## src/rtl/dot_product_ctrl.sv

```systemverilog
// dot_product_ctrl: sequencer for the dot-product datapath.
// Walks memories A and B through VETOR_WIDTH consecutive addresses.
// Both memories have a one-cycle registered read.
// Accumulates a_data*b_data and offers the sum on a valid/ready port.
// Optional feature macro: DOTP_BASE_ADDR_EN. When it is defined, the
// base_addr port exists and sets the first read address, wrapping past
// the top of memory. When it is undefined, reads start at address 0.
module dot_product_ctrl #(
   parameter int DATA_WIDTH  = 8,
   parameter int VETOR_WIDTH = 4,
   parameter int DEPTH       = VETOR_WIDTH * DATA_WIDTH,
   parameter int ADDR_WIDTH  = $clog2(DEPTH),
   parameter int ACC_WIDTH   = 2 * DATA_WIDTH + $clog2(VETOR_WIDTH)
) (
   input  logic                  clk,
   input  logic                  rst,
   input  logic                  start,
   output logic                  busy,
   output logic                  rd_en,
   output logic [ADDR_WIDTH-1:0] rd_addr,
   input  logic [DATA_WIDTH-1:0] a_data,
   input  logic [DATA_WIDTH-1:0] b_data,
   output logic [ACC_WIDTH-1:0]  result,
   output logic                  result_valid,
   input  logic                  result_ready
`ifdef DOTP_BASE_ADDR_EN
   ,
   input  logic [ADDR_WIDTH-1:0] base_addr
`endif
);

   localparam int CNT_W = (VETOR_WIDTH > 1) ? $clog2(VETOR_WIDTH) : 1;
   localparam logic [CNT_W-1:0] LAST = CNT_W'(VETOR_WIDTH - 1);

   typedef enum logic [1:0] {IDLE, READ, DRAIN, DONE} state_t;

   state_t                state_q, state_d;
   logic [CNT_W-1:0]      cnt_q, cnt_d;
   logic                  rd_en_q, rd_en_d;
   logic [ADDR_WIDTH-1:0] rd_addr_q, rd_addr_d;
   logic                  rd_vld_q, rd_vld_d;   // rd_en delayed to line up with returning data
   logic [ACC_WIDTH-1:0]  acc_q, acc_d;
   logic                  res_vld_q, res_vld_d;
   logic                  busy_q, busy_d;
   logic [ADDR_WIDTH-1:0] base;
   logic [ACC_WIDTH-1:0]  prod;

`ifdef DOTP_BASE_ADDR_EN
   assign base = base_addr;
`else
   assign base = '0;
`endif

   // The product is computed at full accumulator width, so it can never overflow.
   assign prod = ACC_WIDTH'(a_data) * ACC_WIDTH'(b_data);

   // This block computes the next state, the read sequencing and the accumulation.
   always_comb begin
      state_d   = state_q;
      cnt_d     = cnt_q;
      rd_en_d   = rd_en_q;
      rd_addr_d = rd_addr_q;
      rd_vld_d  = rd_en_q;
      acc_d     = acc_q;
      res_vld_d = res_vld_q;
      if (rd_vld_q) acc_d = acc_q + prod;
      case (state_q)
         IDLE: if (start) begin
            state_d   = READ;
            cnt_d     = '0;
            rd_en_d   = 1'b1;
            rd_addr_d = base;
            acc_d     = '0;
            rd_vld_d  = 1'b0;
         end
         READ: if (cnt_q == LAST) begin
            state_d = DRAIN;
            rd_en_d = 1'b0;
         end else begin
            cnt_d     = cnt_q + CNT_W'(1);
            rd_addr_d = rd_addr_q + ADDR_WIDTH'(1);   // modulo 2^ADDR_WIDTH
         end
         DRAIN: begin
            // The last element pair is added at the end of this cycle.
            state_d   = DONE;
            res_vld_d = 1'b1;
         end
         DONE: if (result_ready) begin
            state_d   = IDLE;
            res_vld_d = 1'b0;
         end
         default: state_d = IDLE;
      endcase
      busy_d = (state_d != IDLE);
   end

   // These are the state and registered-output flops. Reset discards any operation in flight.
   always_ff @(posedge clk or posedge rst) begin
      if (rst) begin
         state_q   <= IDLE;
         cnt_q     <= '0;
         rd_en_q   <= 1'b0;
         rd_addr_q <= '0;
         rd_vld_q  <= 1'b0;
         acc_q     <= '0;
         res_vld_q <= 1'b0;
         busy_q    <= 1'b0;
      end else begin
         state_q   <= state_d;
         cnt_q     <= cnt_d;
         rd_en_q   <= rd_en_d;
         rd_addr_q <= rd_addr_d;
         rd_vld_q  <= rd_vld_d;
         acc_q     <= acc_d;
         res_vld_q <= res_vld_d;
         busy_q    <= busy_d;
      end
   end

   assign busy         = busy_q;
   assign rd_en        = rd_en_q;
   assign rd_addr      = rd_addr_q;
   assign result       = acc_q;
   assign result_valid = res_vld_q;

endmodule

```

## config.mk

```make
export PLATFORM = sky130hd
export DESIGN_NAME = dot_product_ctrl
export DESIGN_NICKNAME = d
export VERILOG_FILES = /design/src/rtl/dot_product_ctrl.sv
export SDC_FILE = /design/constraint.sdc
export NUM_CORES = 1
export LEC_CHECK = 0
export CAP_MARGIN = 20
export CORE_UTILIZATION = 24
export DETAILED_ROUTE_END_ITERATION = 10
export PLACE_DENSITY = 0.43
export SYNTH_ARGS = -nofsm -noshare
export SYNTH_HDL_FRONTEND = slang
export SYNTH_SLANG_ARGS = --single-unit
```

## constraint.sdc

```tcl
create_clock -name clk -period 4.7 [get_ports clk]
set_input_delay 0.94 -clock clk [delete_from_list [all_inputs] [get_ports clk]]
set_output_delay 0.94 -clock clk [all_outputs]
set_load 0.02 [all_outputs]
```

# After elaboration in Yosys (flattened, before gate mapping)

Index checks and enable logic that the tools add are counted.
Widths: inputs -> output; s select.

Add/sub/neg operators: 3
Reduce and logical (&&, ||, !) cells: 7
Muxes and demuxes: 20
Multiply operators: 1
Eq/ne operators: 8

Operator list:

| operator            | number |
|---|---|
| $mux 18             | 3 |
| $add 18x16->18      | 1 |
| $mul 8x8->16        | 1 |
| $mux 2              | 5 |
| $mux 5              | 2 |
| $pmux 5 s2          | 1 |
| $ne 2x2->1 const B  | 4 |
| $pmux 2 s4          | 1 |
| $eq 2x2->1 const B  | 3 |
| $reduce_and 3->1    | 2 |
| $reduce_bool 2->1   | 3 |
| $add 5x1->5 const B | 1 |
| $mux 1              | 5 |
| $pmux 1 s2          | 2 |
| $pmux 2 s2          | 1 |
| $add 2x1->2 const B | 1 |
| $eq 2x1->1 const B  | 1 |
| $logic_not 2->1     | 1 |
| $reduce_and 2->1    | 1 |

Output and inout bits: 26
Input bits: 20
Logic and storage cells: 47
Register bits: 31

# Longest topological paths before layout

Gate-level depths: netlist of run 1.

Word-level depth: 5
Mapped depth: 17
Mapped depth without buffers: 16

# Worst setup path before layout of run 1

No wires, ideal clock.

Path type: input-to-reg
From: input port b_data[1]
To: register acc_q[17], in the netlist result[17]
Setup time: 0.136 ns
Required time: 4.564 ns
Stages: 16
Buffers on the path: 1
Arrival time: 4.841 ns
Path slack: -0.277 ns
Path through: clkbuf_1 -> nand2_1 -> fa_1 -> inv_1 -> fa_1 -> inv_1 -> fa_1 -> fa_1 -> inv_1 -> ha_1 -> o21a_1 -> a211o_1 -> a2111oi_4 -> nor4b_1 -> o21ai_1 -> o31ai_1

Word-level cells in the longest chain between the ends: 5

RTL lines:

| what                   | RTL line | source |
|---|---|---|
| start: declaration     | 22       | `input logic [DATA_WIDTH-1:0] b_data,` |
| $mul 8x8->16 (*)       | 55       | `assign prod = ACC_WIDTH'(a_data) * ACC_WIDTH'(b_data);` |
| $add 18x16->18 (*)     | 66       | `if (rd_vld_q) acc_d = acc_q + prod;` |
| $mux 18 (*)            | 66       |  |
| $mux 18                | 68       | `IDLE: if (start) begin` |
| $mux 18 (*)            | 67       | `case (state_q)` |
| net acc_d[17]          | 42       | `logic [ACC_WIDTH-1:0] acc_q, acc_d;` |
| end signal: assignment | 105      | `acc_q <= '0;` |
| end signal: assignment | 114      | `acc_q <= acc_d;` |
| end: declaration       | 42       |  |

The timed path passes the listed nets; every way through them passes the cells marked *.
A chain may end at the register's enable or synchronous reset.

# Final worst setup path of run 1

From: input port a_data[5]
To: register acc_q[17], in the netlist result[17]

Word-level cells in the longest chain between the ends: 5

RTL lines:

| what               | RTL line | source |
|---|---|---|
| start: declaration | 21       | `input logic [DATA_WIDTH-1:0] a_data,` |
| $mul 8x8->16 (*)   | 55       |  |
| $add 18x16->18 (*) | 66       |  |
| $mux 18 (*)        | 66       |  |
| $mux 18            | 68       |  |
| $mux 18 (*)        | 67       |  |
| net acc_d[17]      | 42       |  |

Marks and branches as above.

==> flow_metrics.env, run 1 <==
export IMPL_maxCapViolCount=0
export IMPL_drtAntennaViolNets=0
export IMPL_drc=0
export IMPL_cp_start_kind="input port"
export IMPL_core_area_um2=16000
export IMPL_finalHoldViolCount=0
export IMPL_grt_pass1_vias=3377
export IMPL_finClkSkew_ns=0.006489
export IMPL_synth_area_leader_cell="fa_1"
export IMPL_crit_chain="buf_8 > buf_6 > buf_6 > nand2_4 > fa_1 > inv_1 > fa_1 > inv_2 > fa_1 > fa_1 > inv_2 > ha_4 > a211o_1 > a211o_1 > a2111oi_4 > o211a_1 > o21ai_1 > o31ai_1"
export IMPL_fmax_ghz=0.2126
export IMPL_rsz0062_at_grt="yes"
export IMPL_reg2reg_from="result[4]$_DFF_PP0_"
export IMPL_viasPerCell=4.094
export IMPL_fin_ws_ns=-0.002746
export IMPL_status="finished with violations"
export IMPL_setup_viol=1
export IMPL_path_buf_inv=6
export IMPL_synth_seq_cells=31
export IMPL_r2r_slack_ns=0.48
export IMPL_final_util=0.3386
export IMPL_cp_required_ns=4.87
export IMPL_grt_use_met1=0.1674
export IMPL_worstPathMaxFanout=5
export IMPL_vias=3140
export IMPL_worstMarginPinSlew_ns=0.8269
export IMPL_place_congestion=0.8152
export IMPL_drive_above_1_share=0.2269
export IMPL_clock_sinks=31
export IMPL_rr_worst_depth=15
export IMPL_fin_nets=662
export IMPL_endpoint_kind="register"
export IMPL_synth_area_leaders="fa_1 25%, dfrtp_1 20%, ha_1 13%"
export IMPL_numCtsBuffers=5
export IMPL_die_h_um=130.5
export IMPL_ys_seq_area_frac=0.1957
export IMPL_synth_warnings=0
export IMPL_slew_headroom=0.4487
export IMPL_synth_net_count=561
export IMPL_drt_total_wl_mm=9.570
export IMPL_area_delta_synth_final_pct=36.68
export IMPL_drt_iter0_markers=77
export IMPL_io_pins=46
export IMPL_grt_busiest_layer="met2"
export IMPL_arrival_ns=4.87
export IMPL_hpwl_mm=8.104
export IMPL_r2r_end="result[17]$_DFF_PP0_"
export IMPL_crit_end="result[17]$_DFF_PP0_"
export IMPL_initial_core_util=0.2477
export IMPL_min_path_type="register to register"
export IMPL_routedWlPerCell_um=12.48
export IMPL_worstSetupPathType="input port to register"
export IMPL_worstSetupPathDepth=18
export IMPL_gr_usage_all_layers=0.1248
export IMPL_cts_reportedPaths_clkPinSlew_ns=0.06
export IMPL_crit_family="adder cells"
export IMPL_cts_htree_levels=2
export IMPL_startpoint="a_data[5]"
export IMPL_synthCells=449
export IMPL_clock_path_buffers=2
export IMPL_final_common_cell="inv_1"
export IMPL_violations="setup timing"
export IMPL_drtPass1Iterations=4
export IMPL_fin_crit_sh=1.001
export IMPL_cts_root_buffer="clkbuf_16"
export IMPL_cts_tree="done"
export IMPL_ys_types=39
export IMPL_rows=46
export IMPL_n_antenna_cell=0
export IMPL_clock_latency_ns=0.28
export IMPL_cpMostUsedCell="fa_1"
export IMPL_synth_area_um2=3964
export IMPL_grt_max_degree=32
export IMPL_cp_slowest_stage_delay_ns=0.52
export IMPL_gr_usage_met3=0.01629
export IMPL_die_width_um=130.5
export IMPL_overflow=0
export IMPL_dieArea_um2=17030
export IMPL_grt_antenna_before_repair=0
export IMPL_grt_first_pass_wirelength_mm=16.66
export IMPL_final_cell_mix="95 x inv_1, 56 x buf_4, 48 x fa_1"
export IMPL_min_period_ns=4.703
export IMPL_port_buffers=45
export IMPL_drv_slew=0
export IMPL_yosysTopAreaCellShare=0.2525
export IMPL_holdBufCountCts=0
export IMPL_grtUsageMet2=0.2132
export IMPL_synth_avg_cell_area_um2=8.828
export IMPL_slowest_stage="fa_1"
==> worst reg2reg max path: stages (launching register included) <==
cell	delay [ns]
dfrtp_1	0.38
inv_1	0.09
fa_1	0.55
inv_1	0.05
fa_1	0.43
ha_1	0.28
inv_1	0.05
fa_1	0.51
inv_2	0.05
fa_2	0.34
a211o_1	0.32
a211o_1	0.34
a2111oi_4	0.39
o211a_1	0.20
o21ai_1	0.07
o31ai_1	0.07
==> through the flow <==
stage	instance area, um^2	setup slack [ns]	std cells	setup TNS [ns]	hold WS (ns)
finish	5418	-0.002746	767	-0.002746	0.5029
floorplan	4085	-0.01992	449	-0.01992	0.4632
detailed placement	5135	-0.8654	756	-7.931	0.4862
CTS	5308	0.008947	765	0	0.5042
global placement	5135	-0.8443	756	-8.013	0.4865
global route	5418	-0.1535	767	-0.2581	0.5245
==> cell families after synthesis <==
| group | after synthesis | share of synthesized area |
|---|---|---|
| compound gates | 63 | 0.1020 |
| mux | 12 | 0.03030 |
| xor+xnor | 10 | 0.02209 |
| fa+ha+maj | 92 | 0.3851 |
| simple gates | 132 | 0.1616 |
| flops | 31 | 0.1957 |
| buf+inv | 109 | 0.1032 |
==> worst min path at each step <==
| stage | start | to | slack, ns | depth (start not counted) |
|---|---|---|---|---|
| 2_1_floorplan | cnt_q[0]$_DFFE_PP0P_ | cnt_q[0]$_DFFE_PP0P_ | 0.46 | 1 |
| 4_1_cts | cnt_q[0]$_DFFE_PP0P_ | cnt_q[0]$_DFFE_PP0P_ | 0.50 | 1 |
| 6_report | cnt_q[0]$_DFFE_PP0P_ | cnt_q[0]$_DFFE_PP0P_ | 0.50 | 1 |
| 5_1_grt | cnt_q[0]$_DFFE_PP0P_ | cnt_q[0]$_DFFE_PP0P_ | 0.52 | 1 |
| 3_3_place_gp | result_valid$_DFFE_PP0P_ | result_valid$_DFFE_PP0P_ | 0.49 | 2 |
| 3_5_place_dp | result_valid$_DFFE_PP0P_ | result_valid$_DFFE_PP0P_ | 0.49 | 2 |
==> registers in the layout, summed over array words and instances, names as in the netlist <==
name / count
result: 18
rd_addr: 5
cnt_q: 2
state_q: 2
busy: 1
rd_en: 1
rd_vld_q: 1
result_valid: 1
==> layout make-up <==
type,instances,area (um^2)
fillers,1719,10580
multi-input cells,309,2983
repair buffers,101,860.8
flip-flops and latches,31,775.7
inverters,102,382.9
well taps,216,270.3
clock buffers,5,125.1
clock inverters,3,20.02
==> repair_timing <==
action                                 CTS  global route
buffers inserted                         1             1
endpoints found under the hold margin    0             0
pin swaps                               29            21
resized for setup                       95            18
gates cloned                             0             0
setup endpoints to repair               11            10
==> synthesized netlist by cell type (all sizes together) <==
master   number
nand3         4
and4b         1
a41o          1
nand2        46
nor4b         1
nor3          4
and3          2
fa           50
a21oi        22
nor2b         1
buf           1
o31a          1
a211o         2
nor2         28
or2           1
xor2          5
a22oi         2
a2111oi       1
and2         35
dfrtp        31
o211a         1
inv         102
mux2i        12
a21o          6
o21bai        3
xnor2         5
or4           1
nor3b         2
o21a          1
a211oi        3
nand2b        3
o21ai        18
nand4         3
o31ai         1
a31o          1
clkbuf        6
ha           42
==> layer usage <==
metal / vias to the layer above / share of wire
li1: 1603 / -
met5: - / 0
met3: 10 / 0.021
met4: 0 / 0.015
met2: 31 / 0.48
met1: 1496 / 0.48
Power of run 1 is left out: the tool's default activity adds up to more than one toggle a clock period on the data nets, which glitch-free logic cannot reach.
==> inputs of run 2 (changes only) <==
Settings changed: HOLD_SLACK_MARGIN from default to 0.05, PLACE_DENSITY 0.43 to default.
==> run 2 against run 1 <==
Via count grew 3.5%. The flow now finishes without violations. Sequential cell count is the same. Non-clock buffer count shrank 2. Fmax grew 2.3%. Count of clock-buffer cells in the layout grew 1. Worst hold slack lost 0.00052 ns. Register-to-register slack gained 0.04 ns.
==> flow_metrics.env, run 2 (same netlist as run 1, synthesis figures left out) <==
export IMPL_cts_tree="done"
export IMPL_drtAntennaViolNets=0
export IMPL_core_area_um2=16000
export IMPL_slew_headroom=0.4494
export IMPL_arrival_ns=4.79
export IMPL_drtPass1Iterations=6
export IMPL_r2r_slack_ns=0.52
export IMPL_dieArea_um2=17030
export IMPL_rsz0062_at_grt="yes"
export IMPL_cp_required_ns=4.89
export IMPL_drt_iter0_markers=100
export IMPL_clock_sinks=31
export IMPL_port_buffers=45
export IMPL_initial_core_util=0.2477
export IMPL_worstMarginPinSlew_ns=0.8258
export IMPL_min_path_type="register to register"
export IMPL_place_congestion=0.8405
export IMPL_largest_reg_flops=18
export IMPL_routedWlPerCell_um=13.04
export IMPL_setup_viol=0
export IMPL_grt_first_pass_wirelength_mm=17.27
export IMPL_rr_worst_depth=15
export IMPL_clock_latency_ns=0.28
export IMPL_reg2reg_from="result[6]$_DFF_PP0_"
export IMPL_endpoint_kind="register"
export IMPL_final_cell_mix="90 x inv_1, 50 x buf_4, 45 x fa_1"
export IMPL_worstPathMaxFanout=6
export IMPL_min_period_ns=4.597
export IMPL_cts_htree_levels=2
export IMPL_overflow=0
export IMPL_crit_end="result[17]$_DFF_PP0_"
export IMPL_drt_total_wl_mm=9.973
export IMPL_numCtsBuffers=5
export IMPL_finClkSkew_ns=0.003337
export IMPL_cts_reportedPaths_clkPinSlew_ns=0.06
export IMPL_cts_root_buffer="clkbuf_16"
export IMPL_die_width_um=130.5
export IMPL_status="completed"
export IMPL_n_antenna_cell=0
export IMPL_cp_start_kind="input port"
export IMPL_grt_antenna_before_repair=0
export IMPL_fillCellCount=1684
export IMPL_final_cell_count_no_fill=765
export IMPL_maxCapViolCount=0
export IMPL_die_h_um=130.5
export IMPL_final_common_cell="inv_1"
export IMPL_hpwl_mm=8.137
export IMPL_fmax_ghz=0.2175
export IMPL_viasPerCell=4.250
export IMPL_setup_tns_final_ns=0
export IMPL_dp_cells=752
export IMPL_worstSetupPathType="input port to register"
export IMPL_area_delta_synth_final_pct=38.83
export IMPL_drive_above_1_share=0.2532
export IMPL_drv_slew=0
export IMPL_vias=3251
export IMPL_io_pins=46
export IMPL_drc=0
export IMPL_fin_nets=660
export IMPL_grt_max_degree=32
export IMPL_fin_crit_sh=0.9781
export IMPL_rows=46
export IMPL_startpoint="b_data[7]"
export IMPL_finalHoldViolCount=0
export IMPL_clock_path_buffers=2
export IMPL_grt_pass1_vias=3543
export IMPL_gr_usage_all_layers=0.1286
export IMPL_r2r_end="result[17]$_DFF_PP0_"
==> run 2: cell count changes in the layout (fill, tap and decap cells not counted), moves of 4 or more <==
cell / change
and2_1: -4
nand2_1: -5
nand2_2: +5
inv_2: +5
inv_1: -5
buf_2: -5
buf_6: +5
and2_4: +4
buf_4: -6
==> run 2: repair_timing <==
action | CTS | global route
resized for setup | 95 | 65
buffers inserted | 5 | 1
hold endpoints to repair | 0 | 0
hold buffers | 0 | 0
pin swaps | 33 | 34
endpoints found under the setup margin | 11 | 9
==> run 2: layer usage <==
| metal | global-route usage | routed length (um) | up-vias |
|---|---|---|---|
| met5 | 0 | 0 | - |
| met4 | 0.03584 | 150 | 0 |
| met3 | 0.02077 | 356 | 15 |
| met2 | 0.2269 | 5003 | 59 |
| met1 | 0.1617 | 4463 | 1578 |
| li1 | - | - | 1599 |
==> run 2: worst min path at each step <==
stage | endpoint | from | slack, ns | cells after the start
2_1_floorplan | cnt_q[0]$_DFFE_PP0P_ | cnt_q[0]$_DFFE_PP0P_ | 0.46 | 1
4_1_cts | result_valid$_DFFE_PP0P_ | result_valid$_DFFE_PP0P_ | 0.51 | 2
3_3_place_gp | cnt_q[0]$_DFFE_PP0P_ | cnt_q[0]$_DFFE_PP0P_ | 0.49 | 1
5_1_grt | result_valid$_DFFE_PP0P_ | result_valid$_DFFE_PP0P_ | 0.54 | 2
3_5_place_dp | result_valid$_DFFE_PP0P_ | result_valid$_DFFE_PP0P_ | 0.50 | 2
6_report | result_valid$_DFFE_PP0P_ | result_valid$_DFFE_PP0P_ | 0.50 | 2
==> run 2: layout make-up <==
| class | count | area (um^2) | share of cell area |
|---|---|---|---|
| clock buffers | 6 | 128.9 | 0.02342 |
| clock inverters | 2 | 12.51 | 0.002274 |
| inverters | 102 | 382.9 | 0.06958 |
| multi-input cells | 309 | 3029 | 0.5505 |
| flip-flops and latches | 31 | 775.7 | 0.1410 |
| well taps | 216 | 270.3 | 0.04911 |
| repair buffers | 99 | 903.4 | 0.1642 |
==> run 2: worst max-delay path, stage by stage <==
cell and delay, ns:
buf_8 0.11, and2_4 0.16, fa_1 0.50, fa_1 0.51, fa_1 0.53, inv_2 0.05, fa_1 0.49, inv_2 0.05
ha_4 0.22, a21o_1 0.19, a211o_1 0.31, a2111oi_4 0.39, o211a_1 0.20, o21ai_1 0.07, o31ai_1 0.06
==> run 2: through the flow <==
step / area (um^2) / worst slack (ns) / util / hold WS [ns]
4_1_cts: 5334 / 0.001849 / 0.3334 / 0.5102
2_1_floorplan: 4085 / -0.01992 / - / 0.4632
6_report: 5503 / 0.1030 / 0.3439 / 0.5023
3_5_place_dp: 5105 / -0.8824 / 0.3190 / 0.4972
5_1_grt: 5503 / -0.06875 / 0.3439 / 0.5357
3_3_place_gp: 5105 / -0.8434 / 0.3190 / 0.4869
Power of run 2 is left out for the same reason.
==> RTL edit 1, RTL diff (config.mk and constraints of run 1) <==
Add a define of `DOTP_BASE_ADDR_EN`.
--- a/src/rtl/dot_product_ctrl.sv
+++ b/src/rtl/dot_product_ctrl.sv
@@ -5,6 +5,8 @@
 // Optional feature macro: DOTP_BASE_ADDR_EN. When it is defined, the
 // base_addr port exists and sets the first read address, wrapping past
 // the top of memory. When it is undefined, reads start at address 0.
+`define DOTP_BASE_ADDR_EN
+
 module dot_product_ctrl #(
    parameter int DATA_WIDTH  = 8,
    parameter int VETOR_WIDTH = 4,
Ports: changed (added base_addr); port bits go from 46 to 51. The function was not compared with the original's and may differ.
==> RTL edit 1 against run 1 <==
  * Wire length up 8.5%
  * Worst setup slack better by 50 ps
  * Design area up 2.5%
  * Count of clock-buffer cells in the layout unchanged
  * Sequential cell count unchanged
  * Synthesized area up 3.6%
  * Largest cell class unchanged
Power is not shown: default switching activity piles up to over one toggle a cycle in this logic, so the estimate is an artifact.
==> RTL edit 1: results (changes against run 1) <==
[metrics] global-route wire length before repair: 17900 um (+7.2%)
[metrics] placed cell area: 0.00520 mm^2 (+1.3%)
[metrics] portion of netlist area occupied by mux cells: 0.0293 (-0.00105)
[metrics] port buffer count: 50 (+11%)
[metrics] Nets: 675 (+2.0%)
[metrics] drt wl/cell: 13.3 um (+6.8%)
[metrics] Post-Route Hold Slack: 485 ps (-18.3 ps)
[metrics] slew at the pin with the worst max-slew slack: 789 ps (-38.1 ps)
[metrics] Post-Place Worst Slack: -810 ps (+55.6 ps)
[metrics] final design instance area without fill: 0.00556 mm^2 (+2.5%)
[metrics] Final Wtd Congestion: 0.770 (-5.5%)
[metrics] synth top area cells: sky130_fd_sc_hd__fa_1 (24%), sky130_fd_sc_hd__dfrtp_1 (19%), sky130_fd_sc_hd__ha_1 (13%)
[metrics] met1 layer usage reported by global route: 0.177 (+0.00917)
[metrics] Net Count, Synth: 582 (+3.7%)
[metrics] number of unique standard cell types used by synthesis: 49 (+26%)
[metrics] post-detail-place hpwl: 8580 um (+5.9%)
[metrics] number of global-route vias before repair: 3573 (+5.8%)
[metrics] syn_area_per_cell: 8.83 um^2 (about the same)
[metrics] detailed-route via count: 3324 (+5.9%)
[metrics] Post-Synth Adder-Cell Area: 0.372 (-0.0134)
[metrics] met3 track utilization from global routing: 0.0157 (-0.000578)
[metrics] Via density: 4.27 (+4.2%)
[metrics] worst reg2reg path depth: 17 (+2)
[metrics] worst-path fanout max: 4 (-1)
[metrics] post-placement cell count: 769 (+1.7%)
[metrics] post-synthesis sequential area ratio: 0.189 (-0.00680)
[metrics] worst path setup slack after routing: 47.3 ps (+50.0 ps)
[metrics] Arr. time, crit path: 4820 ps (-50 ps)
[metrics] met2 layer usage reported by global route: 0.206 (-0.00726)
[metrics] run status: complete, no violations
[metrics] Fin Clk Skew: 6.52 ps (+0.0303 ps)
RTL edit 1: changes by cell type after synthesis, sizes merged, moves of 3 or more:
cell / before / now
a211oi: 3 / 7
a21o: 6 / 3
a21oi: 22 / 18
a31oi: 0 / 5
and3: 2 / 6
nand2: 46 / 51
nand3: 4 / 10
nor2: 28 / 34
o21ai: 18 / 11
o22ai: 0 / 5
xor2: 5 / 1
RTL edit 1: layer usage:
layer | up-vias | part of all wire
li1 | 1651 | -
met1 | 1612 | 0.50
met2 | 54 | 0.46
met3 | 7 | 0.032
met4 | 0 | 0.0089
met5 | - | 0
RTL edit 1: layout make-up:
class	count	area share
Clock buffer	5	0.0225
Clock inverter	3	0.00788
Inverter	102	0.0689
Multi-Input combinational cell	323	0.559
Sequential cell	31	0.140
Tap cell	220	0.0495
Timing Repair Buffer	95	0.152
RTL edit 1: critical path, stage by stage:
cell	delay, ps
sky130_fd_sc_hd__clkdlybuf4s15_1	190
sky130_fd_sc_hd__nand2_1	70
sky130_fd_sc_hd__fa_1	450
sky130_fd_sc_hd__fa_1	510
sky130_fd_sc_hd__inv_2	40
sky130_fd_sc_hd__fa_1	560
sky130_fd_sc_hd__inv_2	40
sky130_fd_sc_hd__fa_1	490
sky130_fd_sc_hd__inv_2	50
sky130_fd_sc_hd__ha_4	250
sky130_fd_sc_hd__a21oi_2	140
sky130_fd_sc_hd__o22ai_2	90
sky130_fd_sc_hd__buf_4	140
sky130_fd_sc_hd__or3_4	400
sky130_fd_sc_hd__a31oi_4	180
sky130_fd_sc_hd__nand3b_1	90
sky130_fd_sc_hd__nor3b_2	170
RTL edit 1: what timing repair did:
item	CTS	global route
endpoints found under the hold margin	0	0
pin swaps	19	41
resized for setup	80	61
setup buffers	1	1
cloned	0	0
setup endpoints to repair	11	9
==> RTL edit 2, RTL diff (flow settings as in run 1) <==
Without the edit above. Reset style: synchronous (`rst`), changed in one clocked block.
--- a/src/rtl/dot_product_ctrl.sv
+++ b/src/rtl/dot_product_ctrl.sv
@@ -95,7 +95,7 @@
    end
 
    // These are the state and registered-output flops. Reset discards any operation in flight.
-   always_ff @(posedge clk or posedge rst) begin
+   always_ff @(posedge clk) begin
       if (rst) begin
          state_q   <= IDLE;
          cnt_q     <= '0;
Function: differs if rst is asserted again (counterexample within 4 cycles, from zero or initial values and one cycle with rst high); with rst held inactive, the same outputs for 10 cycles.
==> RTL edit 2 against run 1 <==
  * Sequential cell count stayed put
  * Synthesized area shrank 0.92%
  * Core utilization fell by 1.0 points
  * Sequential share of layout area shrank 2.5 points
  * Synthesized cell count is 2.9% higher
  * Global-route usage rose by 1.1 points
  * Design area decreased by 3.4%
  * Worst setup slack improved by 170 ps
  * Wire length is 8.6% higher
  * Critical path type unchanged
  * Critical endpoint is now result[17]$_SDFF_PP0_
==> RTL edit 2: results (changes against run 1) <==
[metrics] start point of the worst min-delay path: cnt_q[1]$_SDFFE_PP0P_
[metrics] Crit Reg-Reg Endpoint: result[13]$_SDFF_PP0_
[metrics] total length of routed met2 wires: 4910 um (+6.6%)
[metrics] Net Count, Synth: 574 (+2.3%)
[metrics] DRT Wirelength: 10400 um (+8.6%)
[metrics] detailed-route via count: 3267 (+4.0%)
[metrics] syn_area_per_cell: 8.50 um^2 (-3.7%)
[metrics] post-synthesis sequential area ratio: 0.158 (-0.0377)
[metrics] largest stage delay on the critical path: 550 ps (+30 ps)
[metrics] prevailing post-synth register cell: sky130_fd_sc_hd__dfxtp_1
[metrics] top cells by instance count after synthesis: sky130_fd_sc_hd__inv_1 (98), sky130_fd_sc_hd__fa_1 (50), sky130_fd_sc_hd__nand2_1 (49), sky130_fd_sc_hd__ha_1 (42), sky130_fd_sc_hd__and2_1 (37)
[metrics] share of post-route cells with drive strength above 1: 0.192 (-0.0353)
[metrics] number of global-route vias before repair: 3512 (+4.0%)
[metrics] fill cell total of the finished layout: 1687 (-1.9%)
[metrics] global-route wire length before repair: 17900 um (+7.3%)
[metrics] area share of xor/xnor cells in the synthesized design: 0.0201 (-0.00203)
[metrics] Arr. time, crit path: 4740 ps (-130 ps)
[metrics] run status: complete, no violations
[metrics] beginning of the worst register-to-register path: result[7]$_SDFF_PP0_
[metrics] Max-slew headroom: 0.696 (+0.247)
[metrics] metal3 WL: 217 um (+7.4%)
[metrics] count of endpoints failing setup in the final report: 0 (-1)
[metrics] Post-Synth Adder-Cell Area: 0.389 (+0.00356)
[metrics] Post-Place Worst Slack: -883 ps (-17.6 ps)
[metrics] largest net degree at the start of global routing: 27 (-16%)
[metrics] Nets: 659 (-0.45%)
[RTL edit 2: changes by cell type after synthesis, sizes merged, moves of 6 or more]
cell / change
dfrtp: -31
nor2: -6
or3: +7
dfxtp: +31
buf: +6
o21ai: -7
[RTL edit 2: through the flow]
| stage | cells | instance area, um^2 | setup TNS, ps |
|---|---|---|---|
| 2_1_floorplan | 462 | 4010 | -19.0 |
| 3_3_place_gp | 751 | 4960 | -8290 |
| 3_5_place_dp | 751 | 4960 | -8350 |
| 4_1_cts | 760 | 5100 | 0 |
| 5_1_grt | 764 | 5230 | -1.34 |
| 6_report | 764 | 5230 | 0 |
[RTL edit 2: worst max path at each step]
stage               slack, ps               endpoint  cells after the start       from
finish                    170  result[17]$_SDFF_PP0_                     14  b_data[7]
global route               -1  result[13]$_SDFF_PP0_                     16  b_data[7]
CTS                         1  result[17]$_SDFF_PP0_                     15  a_data[7]
detailed placement       -880  result[17]$_SDFF_PP0_                     14  a_data[6]
global placement         -850  result[17]$_SDFF_PP0_                     14  a_data[5]
floorplan                 -20  result[15]$_SDFF_PP0_                     15  b_data[0]
[RTL edit 2: logic make-up after synthesis]
group,after synthesis
adder cells (fa/ha/maj),92
AO/OA/AOI/OAI,64
multiplexers,9
AND/OR/NAND/NOR,148
XOR/XNOR,9
flip-flops,31
buffers and inverters,109
[RTL edit 2: final cells by class]
class	count	area [um^2]	share of cell area
clock buffers	6	129	0.0246
clock inverters	2	12.5	0.00239
inverters	98	368	0.0703
multi-input cells	322	3070	0.586
flip-flops and latches	31	621	0.119
well taps	216	270	0.0516
repair buffers	89	767	0.147
[RTL edit 2: timing repair]
item / 4_1_cts / 5_1_grt
pin swaps: 6 / 35
resized for setup: 93 / 36
endpoints found under the setup margin: 11 / 10
buffers inserted: 1 / 4
